## config.mk

```make
export PLATFORM = sky130hd
export DESIGN_NAME = turn_sequencer_flat
export DESIGN_NICKNAME = d
export VERILOG_FILES = /design/src/rtl/turn_sequencer_if.sv /design/src/rtl/turn_sequencer.sv /design/src/flat_wrapper.sv
export SDC_FILE = /design/constraint.sdc
export NUM_CORES = 1
export LEC_CHECK = 0
export BUFFER_PORTS_ARGS = -buffer_cell sky130_fd_sc_hd__buf_2
export CORE_ASPECT_RATIO = 1.4
export CORE_MARGIN = 4
export CORE_UTILIZATION = 56
export CTS_BUF_LIST = sky130_fd_sc_hd__clkbuf_8
export DETAILED_ROUTE_END_ITERATION = 10
export HOLD_SLACK_MARGIN = 0.12
export PLACE_DENSITY = 0.78
export REMOVE_ABC_BUFFERS = 1
export SETUP_SLACK_MARGIN = 0.5
export SLEW_MARGIN = 25
export SYNTH_ARGS = -nofsm -noshare
export SYNTH_HDL_FRONTEND = slang
export SYNTH_SLANG_ARGS = --single-unit
```

## constraint.sdc

```tcl
create_clock -name clk -period 4.8 [get_ports clk]
set_input_delay 0.48 -clock clk [delete_from_list [all_inputs] [get_ports clk]]
set_output_delay 0.48 -clock clk [all_outputs]
set_load 0.05 [all_outputs]
```

## src/rtl/turn_sequencer_if.sv

```systemverilog
// Turn sequencer signal bundle: game inputs from board/card logic and the
// sequencer's state and strobe outputs. The master side drives game inputs,
// the slave side is the sequencer itself.
interface turn_sequencer_if;
    logic       start;
    logic       flip_valid;
    logic [3:0] card_id;
    logic [3:0] target_id;
    logic       win;
    logic [2:0] q;
    logic       statecombo_next_turn;
    logic       move_pulse;
    logic       hide_cards;
    logic [3:0] streak;
    logic       game_over;

    modport master (
        output start, flip_valid, card_id, target_id, win,
        input  q, statecombo_next_turn, move_pulse, hide_cards, streak, game_over
    );

    modport slave (
        input  start, flip_valid, card_id, target_id, win,
        output q, statecombo_next_turn, move_pulse, hide_cards, streak, game_over
    );
endinterface

```

## src/rtl/turn_sequencer.sv

```systemverilog
// Game-flow FSM for Chicken Cha-Cha-Cha. Latches each flipped card, compares it
// with the tile ahead of the current chicken, pulses move_pulse on a match and,
// on a miss, holds for HOLD_CYCLES before strobing statecombo_next_turn.
// Optional macro STREAK_LIMIT_EN forces a turn change after MAX_STREAK matches.
module turn_sequencer #(
    parameter int HOLD_CYCLES = 50000000,
    parameter int HOLD_W      = 26,
    parameter int MAX_STREAK  = 8
) (
    input logic             clk,
    input logic             rst_n,
    turn_sequencer_if.slave bus
);

    typedef enum logic [2:0] {
        IDLE      = 3'b000,
        WAIT_FLIP = 3'b001,
        COMPARE   = 3'b010,
        MOVE      = 3'b011,
        MISS_HOLD = 3'b100,
        NEXT_TURN = 3'b101,
        CHECK_WIN = 3'b110,
        GAME_OVER = 3'b111
    } state_t;

    localparam logic [HOLD_W-1:0] HOLD_LAST = HOLD_W'(HOLD_CYCLES - 1);

    // Elaboration-time sanity checks on the configuration.
    if ((64'd1 << HOLD_W) <= 64'(HOLD_CYCLES)) begin : g_bad_hold_w
        $error("HOLD_W too narrow for HOLD_CYCLES");
    end
    if (MAX_STREAK < 1 || MAX_STREAK > 15) begin : g_bad_max_streak
        $error("MAX_STREAK must be within 1..15");
    end

`ifdef STREAK_LIMIT_EN
    localparam logic [3:0] STREAK_CAP = 4'(MAX_STREAK);
`endif

    state_t            state;
    logic [3:0]        card;
    logic [HOLD_W-1:0] hold_cnt;
    logic [3:0]        streak;
    logic              move_pulse;
    logic              next_turn;
    logic              hide_cards;
    logic              game_over;

    assign bus.q                    = state;
    assign bus.statecombo_next_turn = next_turn;
    assign bus.move_pulse           = move_pulse;
    assign bus.hide_cards           = hide_cards;
    assign bus.streak               = streak;
    assign bus.game_over            = game_over;

    // State register with registered strobes; each strobe is set on the edge
    // that enters its state, so it is high for exactly that state's cycle.
    always_ff @(posedge clk or negedge rst_n) begin
        if (!rst_n) begin
            state      <= IDLE;
            card       <= '0;
            hold_cnt   <= '0;
            streak     <= '0;
            move_pulse <= 1'b0;
            next_turn  <= 1'b0;
            hide_cards <= 1'b0;
            game_over  <= 1'b0;
        end else begin
            move_pulse <= 1'b0;
            next_turn  <= 1'b0;
            hide_cards <= 1'b0;
            case (state)
                IDLE: begin
                    if (bus.start) begin
                        state  <= WAIT_FLIP;
                        streak <= '0;
                    end
                end
                WAIT_FLIP: begin
                    if (bus.flip_valid) begin
                        card  <= bus.card_id;
                        state <= COMPARE;
                    end
                end
                COMPARE: begin
                    if (card == bus.target_id) begin
                        state      <= MOVE;
                        move_pulse <= 1'b1;
                    end else begin
                        state    <= MISS_HOLD;
                        hold_cnt <= '0;
                    end
                end
                MOVE: begin
                    if (streak != 4'hF) begin
                        streak <= streak + 4'd1;
                    end
                    state <= CHECK_WIN;
                end
                CHECK_WIN: begin
                    // The board has had one cycle after move_pulse to update win.
                    if (bus.win) begin
                        state     <= GAME_OVER;
                        game_over <= 1'b1;
                    end
`ifdef STREAK_LIMIT_EN
                    else if (streak == STREAK_CAP) begin
                        state      <= NEXT_TURN;
                        next_turn  <= 1'b1;
                        hide_cards <= 1'b1;
                    end else begin
                        state <= WAIT_FLIP;
                    end
`else
                    else begin
                        state <= WAIT_FLIP;
                    end
`endif
                end
                MISS_HOLD: begin
                    if (hold_cnt == HOLD_LAST) begin
                        state      <= NEXT_TURN;
                        next_turn  <= 1'b1;
                        hide_cards <= 1'b1;
                    end else begin
                        hold_cnt <= hold_cnt + 1'b1;
                    end
                end
                NEXT_TURN: begin
                    streak <= '0;
                    state  <= WAIT_FLIP;
                end
                GAME_OVER: begin
                    if (bus.start) begin
                        state      <= WAIT_FLIP;
                        streak     <= '0;
                        hide_cards <= 1'b1;
                        game_over  <= 1'b0;
                    end
                end
                default: state <= IDLE;
            endcase
        end
    end

endmodule

```

## src/flat_wrapper.sv

```systemverilog
// flat-port wrapper written by rule: the top's interface ports become plain ports
module turn_sequencer_flat 
#(
    parameter int HOLD_CYCLES = 50000000,
    parameter int HOLD_W      = 26,
    parameter int MAX_STREAK  = 8
)
  (clk, rst_n, bus_start, bus_flip_valid, bus_card_id, bus_target_id, bus_win, bus_q, bus_statecombo_next_turn, bus_move_pulse, bus_hide_cards, bus_streak, bus_game_over);
  turn_sequencer_if bus_i ();
  input logic clk;
  input logic rst_n;
  input wire logic [$bits(bus_i.start)-1:0] bus_start;
  input wire logic [$bits(bus_i.flip_valid)-1:0] bus_flip_valid;
  input wire logic [$bits(bus_i.card_id)-1:0] bus_card_id;
  input wire logic [$bits(bus_i.target_id)-1:0] bus_target_id;
  input wire logic [$bits(bus_i.win)-1:0] bus_win;
  output wire logic [$bits(bus_i.q)-1:0] bus_q;
  output wire logic [$bits(bus_i.statecombo_next_turn)-1:0] bus_statecombo_next_turn;
  output wire logic [$bits(bus_i.move_pulse)-1:0] bus_move_pulse;
  output wire logic [$bits(bus_i.hide_cards)-1:0] bus_hide_cards;
  output wire logic [$bits(bus_i.streak)-1:0] bus_streak;
  output wire logic [$bits(bus_i.game_over)-1:0] bus_game_over;
  assign bus_i.start = bus_start;
  assign bus_i.flip_valid = bus_flip_valid;
  assign bus_i.card_id = bus_card_id;
  assign bus_i.target_id = bus_target_id;
  assign bus_i.win = bus_win;
  assign bus_q = bus_i.q;
  assign bus_statecombo_next_turn = bus_i.statecombo_next_turn;
  assign bus_move_pulse = bus_i.move_pulse;
  assign bus_hide_cards = bus_i.hide_cards;
  assign bus_streak = bus_i.streak;
  assign bus_game_over = bus_i.game_over;
  turn_sequencer #(.HOLD_CYCLES(HOLD_CYCLES), .HOLD_W(HOLD_W), .MAX_STREAK(MAX_STREAK)) u_core (.clk(clk), .rst_n(rst_n), .bus(bus_i));
endmodule
```

; ---- Word level (Yosys, flattened, before mapping)
; Index checks and enable logic that the tools add are counted.
[op_classes]
n_eq_ne = 18
div = 0
n_bitwise = 0
n_lt_le_gt_ge = 0
mul = 0
n_addsub = 2
n_mux = 21
n_reduce_logical = 10
shifts = 0
[op_table]
columns = cell, n
row1 = 26-bit 2-to-1 mux, 2
row2 = 26-bit case mux with 2 select lines, 1
row3 = "26-bit by 1-bit adder with 26-bit output, second input constant", 1
row4 = "26-bit equality test, second input constant", 1
row5 = 3-bit case mux with 7 select lines, 1
row6 = 3-bit 2-to-1 mux, 5
row7 = "3-bit equality test, second input constant", 4
row8 = 4-bit case mux with 3 select lines, 1
row9 = 3-bit AND reduction, 4
row10 = "2-bit != test, second input constant", 5
row11 = 4-bit 2-to-1 mux, 2
row12 = 1-bit 2-to-1 mux, 7
row13 = "3-bit by 2-bit equality test with 1-bit output, second input constant", 2
row14 = "2-bit by 1-bit != test with 1-bit output, second input constant", 3
row15 = "4-bit by 1-bit adder with 4-bit output, second input constant", 1
row16 = 4-bit equality test, 1
row17 = "4-bit != test, second input constant", 1
row18 = 1-bit case mux with 2 select lines, 2
row19 = 2-bit nonzero test, 2
row20 = "3-bit by 1-bit equality test with 1-bit output, second input constant", 1
row21 = 3-bit logical NOT, 1
row22 = 3-bit nonzero test, 1
row23 = 2-bit AND reduction, 1
row24 = 2-bit OR reduction, 1
[totals]
memories = 0
romBits = 0
reg_bits = 41
latch_bits = 0
ram_bits = 0
in_bits = 13
out_inout_bits = 11

; ---- Depth between registers and ports, before layout
; Gate-level depths: netlist of run 1.
[logic_depth]
ltp_word = 4
mapped_depth = 8

; ---- Least setup slack after synthesis of run 1
; No wires, ideal clock.
[synth_path]
path_type = reg2reg
start = register u_core.state[1], in the netlist u_core.bus.q[1]
end = register u_core.hold_cnt[14]
n_path_buf = 2
path_stages_with_launch = 7
t_arrival_ns = 1.937
path_slack_ns = 2.739
required_ns = 4.676
path_cell_list = dfrtp_1 clkbuf_1 inv_1 nand3_1 clkbuf_1 nor3_1 a211o_2
[synth_between]
elab_chain_cells = 3
word_cells_on_any_way = 7
cone_classes = eq/ne: 4 / mux: 1 / reduce/logical: 2
[synth_lines]
columns = item, line
row1 = from (decl), turn_sequencer.sv:40  ; state_t state;
row2 = from (signal assigned), turn_sequencer.sv:60  ; state <= IDLE;
row3 = from (signal assigned), turn_sequencer.sv:75  ; state <= WAIT_FLIP;
row4 = from (signal assigned), turn_sequencer.sv:82  ; state <= COMPARE;
row5 = 3-bit equality test / 3-bit by 2-bit equality test with 1-bit output (equally long branches), turn_sequencer.sv:72  ; case (state)
row6 = 2-bit != test (no line) / 2-bit nonzero test (equally long branches), --
row7 = 3-bit AND reduction (no line), --
row8 = to (signal assigned), turn_sequencer.sv:126  ; hold_cnt <= hold_cnt + 1'b1;
row9 = to (decl), turn_sequencer.sv:42  ; logic [HOLD_W-1:0] hold_cnt;
; Several ways; a longest one is shown, not always the timed one.
; A chain may end at the register's enable or synchronous reset.

; ---- Worst setup path in the final report of run 1
[layout_path]
start = register u_core.hold_cnt[0]
end = register u_core.hold_cnt[0]
[layout_between]
elab_chain_cells = 3
word_cells_on_any_way = 6
cone_classes = add/sub: 1 / eq/ne: 2 / mux: 2 / reduce/logical: 1
[layout_lines]
columns = item, line
row1 = 26-bit by 1-bit adder with 26-bit output / 26-bit equality test (equally long branches), "turn_sequencer.sv:126, turn_sequencer.sv:121"
row2 = 26-bit 2-to-1 mux / 2-bit != test (equally long branches), --
row3 = 26-bit case mux with 2 select lines / 3-bit AND reduction (equally long branches), --
; Several ways; a longest one is shown, not always the timed one. The select of a mux whose other input is x is not followed.

==> results of run 1 <==
==> flip-flops by register name, summed over array words and instances, names as in the netlist <==
signal and cells:
u_core.hold_cnt 26, u_core.bus.move_pulse 1, u_core.bus.streak 4, u_core.bus.statecombo_next_turn 1, u_core.bus.game_over 1, u_core.bus.q 3, u_core.card 4, u_core.bus.hide_cards 1
==> path summary, 6_finish.rpt <==
| kind | start | to | slack, ns | cells past startpoint |
|---|---|---|---|---|
| worst max-delay path | u_core.hold_cnt[0] | u_core.hold_cnt[0] | 2.25 | 5 |
| worst min-delay path | rst_n | u_core.hold_cnt[15] | 0.14 | 1 |
| worst max register to register | u_core.hold_cnt[0] | u_core.hold_cnt[0] | 2.25 | 5 |
| worst min register to register | u_core.card[2] | u_core.card[2] | 0.54 | 1 |
| max in group asynchronous | rst_n | u_core.bus.streak[1] | 4.29 | 1 |
| min in group clk | bus_card_id[1] | u_core.card[1] | 0.41 | 2 |
==> per-layer routing <==
layer	GRT usage (%)	part of all wire, %	wire, um
met4	6.42	1.7	100
met3	4.49	4.8	282
met5	0	0	0
met2	41.2	52	3050
met1	26.6	41	2400
==> worst max-delay path: stages, from the launching register on <==
cell      delay (ns)
dfrtp_1         0.38
ha_1            0.23
nand4_1         0.24
or4_1           0.75
a21boi_4        0.62
mux2_2          0.27
==> report_power, final <==
part / total [mW] / switching [mW] / internal [mW]
registers: 0.503 / 0.100 / 0.403
logic: 0.447 / 0.290 / 0.156
clock network: 0.297 / 0.128 / 0.169
==> cell families after synthesis <==
kind of cell	count (synthesis)
compound gates	76
xor+xnor	5
fa+ha+maj	2
buf+inv	24
flops	41
mux	6
simple gates	124
==> cells in the final DEF (no fill, tap or decap), types with 2 or more instances in the layout <==
| master | n |
|---|---|
| nand4_1 | 11 |
| nor3_1 | 14 |
| ha_1 | 2 |
| inv_1 | 5 |
| and2_1 | 6 |
| a31oi_1 | 3 |
| a21oi_1 | 8 |
| mux2_2 | 5 |
| buf_2 | 22 |
| a221o_2 | 8 |
| or4_1 | 5 |
| o31ai_1 | 9 |
| and4_1 | 4 |
| nor2b_1 | 2 |
| clkbuf_8 | 6 |
| and4_2 | 3 |
| xnor2_1 | 4 |
| a21bo_2 | 2 |
| nor2_1 | 15 |
| and3_1 | 5 |
| a21o_1 | 11 |
| buf_4 | 3 |
| nor4_1 | 8 |
| dfrtp_1 | 41 |
| nand2b_1 | 3 |
| a211o_2 | 3 |
| or3_1 | 5 |
| o21ai_0 | 14 |
| a211oi_1 | 11 |
| nand2_1 | 21 |
| nand3_1 | 13 |
==> final cells by class <==
class / instances / area, sq um
fillers: 402 / 1550
multi-input cells: 213 / 1430
flip-flops and latches: 41 / 1030
repair buffers: 25 / 133
clock buffers: 6 / 82.6
well taps: 60 / 75.1
clock inverters: 2 / 37.5
inverters: 5 / 18.8
==> flow_metrics.py, run 1 <==
metrics = {
    "grt": {
        "antenna_found_initial": 0,
        "grt_pass1_wl_mm": 10.2,
        "grt_max_degree": 42,
        "grt.total_usage_pct": 22.6,
        "grt_pass1_vias": 2168,
        "gr-total-overflow": 0,
    },
    "final_layout": {
        "finish.utilization_pct": 64.4,
        "final_area_sq_mm": 0.00280,
        "nets": 306,
        "diodes": 0,
        "drive_gt1_share_pct": 20.5,
        "synthToLayoutAreaGrowth_pct": 8.91,
        "final_cells": 352,
    },
    "clock_tree": {
        "numCtsBuffers": 5,
        "htreeDepth": 2,
        "cts.sinks": 41,
        "cts_tree": "built",
        "cts_resized": 0,
        "ctsHoldBuffers": 0,
        "cts.repair_timing.setup_buffer_count": 0,
        "clockRootBuffer": "clkbuf_8",
        "ctsLongestPathBuffers": 2,
        "clk_latency_ns": 0.31,
        "clkSlewWorstSetupHoldPaths_ns": 0.09,
    },
    "floorplan": {
        "core-area_sq_mm": 0.00434,
        "initial_core_util_pct": 59.1,
        "fp.dieW_um": 65.2,
        "die-area_sq_mm": 0.00575,
        "die_h_um": 88.1,
        "pin_count": 24,
        "fp-row-count": 28,
    },
    "route": {
        "drtAntennaViolNets": 0,
        "first_pass_iters": 5,
        "drt_iter0_drc": 143,
        "post_drt_wl_per_cell_um": 16.6,
        "drcViolationCount": 0,
        "routed_wl_mm": 5.83,
        "vias": 2254,
        "via_per_inst": 6.40,
    },
    "logic_synthesis": {
        "yosysMostFrequentCell": "dfrtp_1",
        "synthArstFlopShare_pct": 100,
        "synthAdderAreaFrac_pct": 0.974,
        "synth_top_family_by_area": "simple AND/OR/NAND/NOR gates",
        "ys_types": 51,
        "synth_top_flop_cell": "dfrtp_1",
        "synth-warning-count": 0,
        "synthXorXnorAreaFrac_pct": 1.70,
        "synth_top_area_share_pct": 39.9,
        "synth.mux.area_fraction_pct": 2.58,
        "synth_edf_count": 0,
        "synth-compound-area-share_pct": 22.2,
        "yosysTopAreaCell": "dfrtp_1",
        "netlist_instances": 278,
        "netlist_area_sq_mm": 0.00257,
        "synth_commonest_cells": "41 x dfrtp_1, 21 x nand2_1, 15 x nor2_1, 14 x nor3_1, 14 x o21ai_0",
        "yosysSeqAreaShare_pct": 39.9,
        "avgSynthCellArea_sq_um": 9.24,
        "synth-simple-area-share_pct": 28.1,
        "synth_seq_cells": 41,
        "synth_area_leaders": "dfrtp_1 40%, a221o_2 3.5%, a211oi_1 3.2%, a21o_1 3.2%, nand2_1 3.1%",
    },
    "place": {
        "place.gp.congestion": 0.805,
        "placedCellCount": 344,
        "numPortBuffers": 23,
        "dp_hpwl_mm": 3.99,
        "pre_cts_slack_ns": 2.29,
        "dpl_cell_area_sq_mm": 0.00268,
    },
    "timing": {
        "setup_viol": 0,
        "final-hold-violation-count": 0,
        "maxSlewViolCount": 0,
        "period_needed_ns": 2.55,
        "fin_setup_tns_ns": 0,
        "fin_skew_ns": 0.0119,
        "timing.hold.ws_ns": 0.143,
        "slew_headroom_pct": 39.1,
        "tightest_slew_ns": 0.910,
        "postLayoutSetupSlackWorst_ns": 2.25,
        "period_share_pct": 53.1,
        "clock.fmax_mhz": 392,
        "rsz0062_at_grt": "no",
    },
    "power_and_ir_drop": {
        "vdd_drop_max_mv": 0.372,
        "power.leakage_nw": 1.26,
        "power_mw": 1.25,
        "p_per_area_mw_per_mm2": 446,
    },
    "critical_path": {
        "crit_fanout": 24,
        "worstSetupStartpointType": "flop",
        "crit_type": "reg -> reg",
        "crit_required_ns": 5.04,
        "cp_data_arrival_time_ns": 2.79,
        "endpoint_kind": "flop",
    },
    "outcome": {
        "status": "complete, no violations",
    },
    "hold_path": {
        "hp-class": "in -> async",
    },
    "job": {
        "cap_violations": 0,
    },
}
Power figures use the tool's default switching activity.
==> inputs of run 2 (changes only) <==
--- a/config.mk
+++ b/config.mk
@@ -12,7 +12,7 @@
 export CTS_BUF_LIST = sky130_fd_sc_hd__clkbuf_8
 export DETAILED_ROUTE_END_ITERATION = 10
 export HOLD_SLACK_MARGIN = 0.12
-export PLACE_DENSITY = 0.78
+export PLACE_DENSITY = 0.81
 export REMOVE_ABC_BUFFERS = 1
 export SETUP_SLACK_MARGIN = 0.5
 export SLEW_MARGIN = 25
==> constraint.sdc (replaced) <==
create_clock -name clk -period 2.2 [get_ports clk]
set_input_delay 0.22 -clock clk [delete_from_list [all_inputs] [get_ports clk]]
set_output_delay 0.22 -clock clk [all_outputs]
set_load 0.05 [all_outputs]
==> run 2 against run 1 <==
Compared with the run above: clock-buffer cell count down 1; non-clock buffer count up 48; worst setup slack worse by 2.1 ns; sequential cell count unchanged; routed wire length up 27%; register-to-register slack worse by 2.1 ns; total power rose to 2.5 times the previous value; sequential share of layout area down 5.9 points; sequential power up 100%; first-iteration DRC count up 37%; critical endpoint is now u_core.hold_cnt[12].
==> flow_metrics.py, run 2 (synthesis gave the netlist of run 1 again) <==
metrics = {
    "floorplan": {
        "initial_core_util_pct": 59.1,
        "fp.dieW_um": 65.2,
        "die_h_um": 88.1,
        "core-area_sq_mm": 0.00434,
        "die-area_sq_mm": 0.00575,
        "pin_count": 24,
        "fp-row-count": 28,
    },
    "critical_path": {
        "worstSetupStartpointType": "flop",
        "worst_path_largest_cell_delay_ns": 0.39,
        "worstPathCellList": "ha_4 -> nand4_1 -> buf_4 -> nor4_4 -> buf_4 -> buf_6 -> nor3_1 -> a221o_2",
        "endpoint_kind": "flop",
        "cp.buffers_inverters": 3,
        "cp_slowest_cell": "dfrtp_1",
        "crit_required_ns": 2.38,
        "crit_top_cell": "buf_4",
        "r2r_setup_slack_ns": 0.12,
        "crit_fanout": 6,
        "rr_endpoint": "u_core.hold_cnt[12]",
        "rr_worst_depth": 8,
        "cp_data_arrival_time_ns": 2.26,
        "crit_type": "reg -> reg",
        "path_delay_family": "simple AND/OR/NAND/NOR gates",
        "reg2reg_from": "u_core.hold_cnt[1]",
    },
    "power_and_ir_drop": {
        "vdd_drop_max_mv": 1.03,
        "p_per_area_mw_per_mm2": 935,
        "power.leakage_nw": 1.55,
    },
    "timing": {
        "final-hold-violation-count": 0,
        "clock.fmax_mhz": 481,
        "period_needed_ns": 2.08,
        "fin_skew_ns": 0.00365,
        "maxSlewViolCount": 0,
        "slew_headroom_pct": 58.4,
        "setup_viol": 0,
        "postLayoutSetupSlackWorst_ns": 0.120,
        "tightest_slew_ns": 0.625,
        "rsz0062_at_grt": "yes",
        "timing.hold.ws_ns": 0.150,
        "period_share_pct": 94.6,
    },
    "place": {
        "numPortBuffers": 23,
        "dp_hpwl_mm": 4.39,
        "pre_cts_slack_ns": 0.0880,
        "placedCellCount": 367,
        "place.gp.congestion": 0.839,
    },
    "clock_tree": {
        "clkSlewWorstSetupHoldPaths_ns": 0.08,
        "clk_latency_ns": 0.30,
        "ctsLongestPathBuffers": 2,
        "cts.sinks": 41,
        "numCtsBuffers": 5,
        "htreeDepth": 2,
        "clockRootBuffer": "clkbuf_8",
        "cts_tree": "built",
    },
    "final_layout": {
        "num-fill-cells": 309,
        "final_cell_mix": "39 x dfrtp_1, 36 x buf_4, 23 x buf_2",
        "drive_gt1_share_pct": 37.0,
        "largest_reg_flops": 26,
        "diodes": 0,
        "synthToLayoutAreaGrowth_pct": 29.9,
        "largest_register": "u_core.hold_cnt",
        "reg_top3": "u_core.hold_cnt: 26 flops, u_core.bus.streak: 4 flops, u_core.card: 4 flops",
        "layout_commonest_cell": "dfrtp_1",
        "nets": 355,
        "final_cells": 401,
    },
    "route": {
        "drcViolationCount": 0,
        "drtAntennaViolNets": 0,
        "vias": 2633,
        "m1WireLength_mm": 2.76,
        "post_drt_wl_per_cell_um": 18.5,
        "routed_wl_mm": 7.40,
        "first_pass_iters": 5,
        "drt_iter0_drc": 196,
        "via_per_inst": 6.57,
        "route.met3.wl_um": 471,
        "routed.top_layer": "met4",
        "wl_met2_mm": 3.85,
    },
    "grt": {
        "grt_max_degree": 26,
        "grt_pass1_wl_mm": 12.6,
        "grt_pass1_vias": 2655,
        "gr-total-overflow": 0,
        "grt.total_usage_pct": 27.9,
        "antenna_found_initial": 0,
    },
    "hold_path": {
        "holdPathStages": 2,
        "hp-class": "in -> reg",
        "min_from": "bus_card_id[2]",
        "hold_path_end": "u_core.card[2]",
    },
    "job": {
        "cap_violations": 0,
    },
    "outcome": {
        "status": "complete, no violations",
    },
}
run 2: through the flow:
step	TNS [ns]	power (mW)	util, %	cell area [sq um]
after floorplan	-3.87	1.79	-	2470
after global placement	0	2.19	65.8	2860
after detailed placement	0	2.22	65.8	2860
after CTS	0	3.06	76.0	3300
after global routing	0	3.30	76.8	3340
final	0	3.12	76.8	3340
run 2: how the worst max path moves through the flow:
stage	start	end	cells past startpoint
2_1_floorplan	u_core.bus.q[1]	u_core.hold_cnt[10]	4
3_3_place_gp	u_core.hold_cnt[20]	u_core.hold_cnt[13]	5
6_report	u_core.hold_cnt[1]	u_core.hold_cnt[12]	8
3_5_place_dp	u_core.hold_cnt[20]	u_core.hold_cnt[13]	5
4_1_cts	u_core.hold_cnt[1]	u_core.hold_cnt[10]	8
5_1_grt	u_core.hold_cnt[8]	u_core.hold_cnt[12]	8
run 2: cell type report:
type / instances / area [sq um] / area share (%)
Clock buffer: 5 / 68.8 / 2.06
Multi-Input combinational cell: 214 / 1520 / 45.5
Timing Repair Buffer: 73 / 563 / 16.9
Clock inverter: 3 / 65.1 / 1.95
Tap cell: 60 / 75.1 / 2.25
Sequential cell: 41 / 1030 / 30.8
Inverter: 5 / 18.8 / 0.562
run 2: worst register-to-register path: cells and delay by family (launching register included):
family / cells / cell delay, ns
fa+ha+maj: 1 / 0.16
flops: 1 / 0.39
simple gates: 3 / 0.57
buf+inv: 3 / 0.51
compound gates: 1 / 0.34
run 2: report_power, final:
| group | switching (mW) | total, mW | internal, mW |
|---|---|---|---|
| registers | 0.135 | 1.02 | 0.881 |
| clock network | 0.271 | 0.722 | 0.451 |
| logic | 0.840 | 1.38 | 0.540 |
| total | 1.25 | 3.12 | 1.87 |
run 2: per-layer routing:
metal  global-route usage (%)  vias up
met5                        0        -
met4                     14.9        0
met3                     4.36       36
met2                     48.1      144
met1                     33.3     1261
li1                         -     1192
run 2: repair_timing:
action                                 4_1_cts  5_1_grt
setup endpoints to repair                   35       31
gates resized for setup                     32        7
pin swaps                                    7        7
hold buffers                                 1        0
setup buffers                               20        2
endpoints found under the hold margin       23        0
cloned                                       3        0
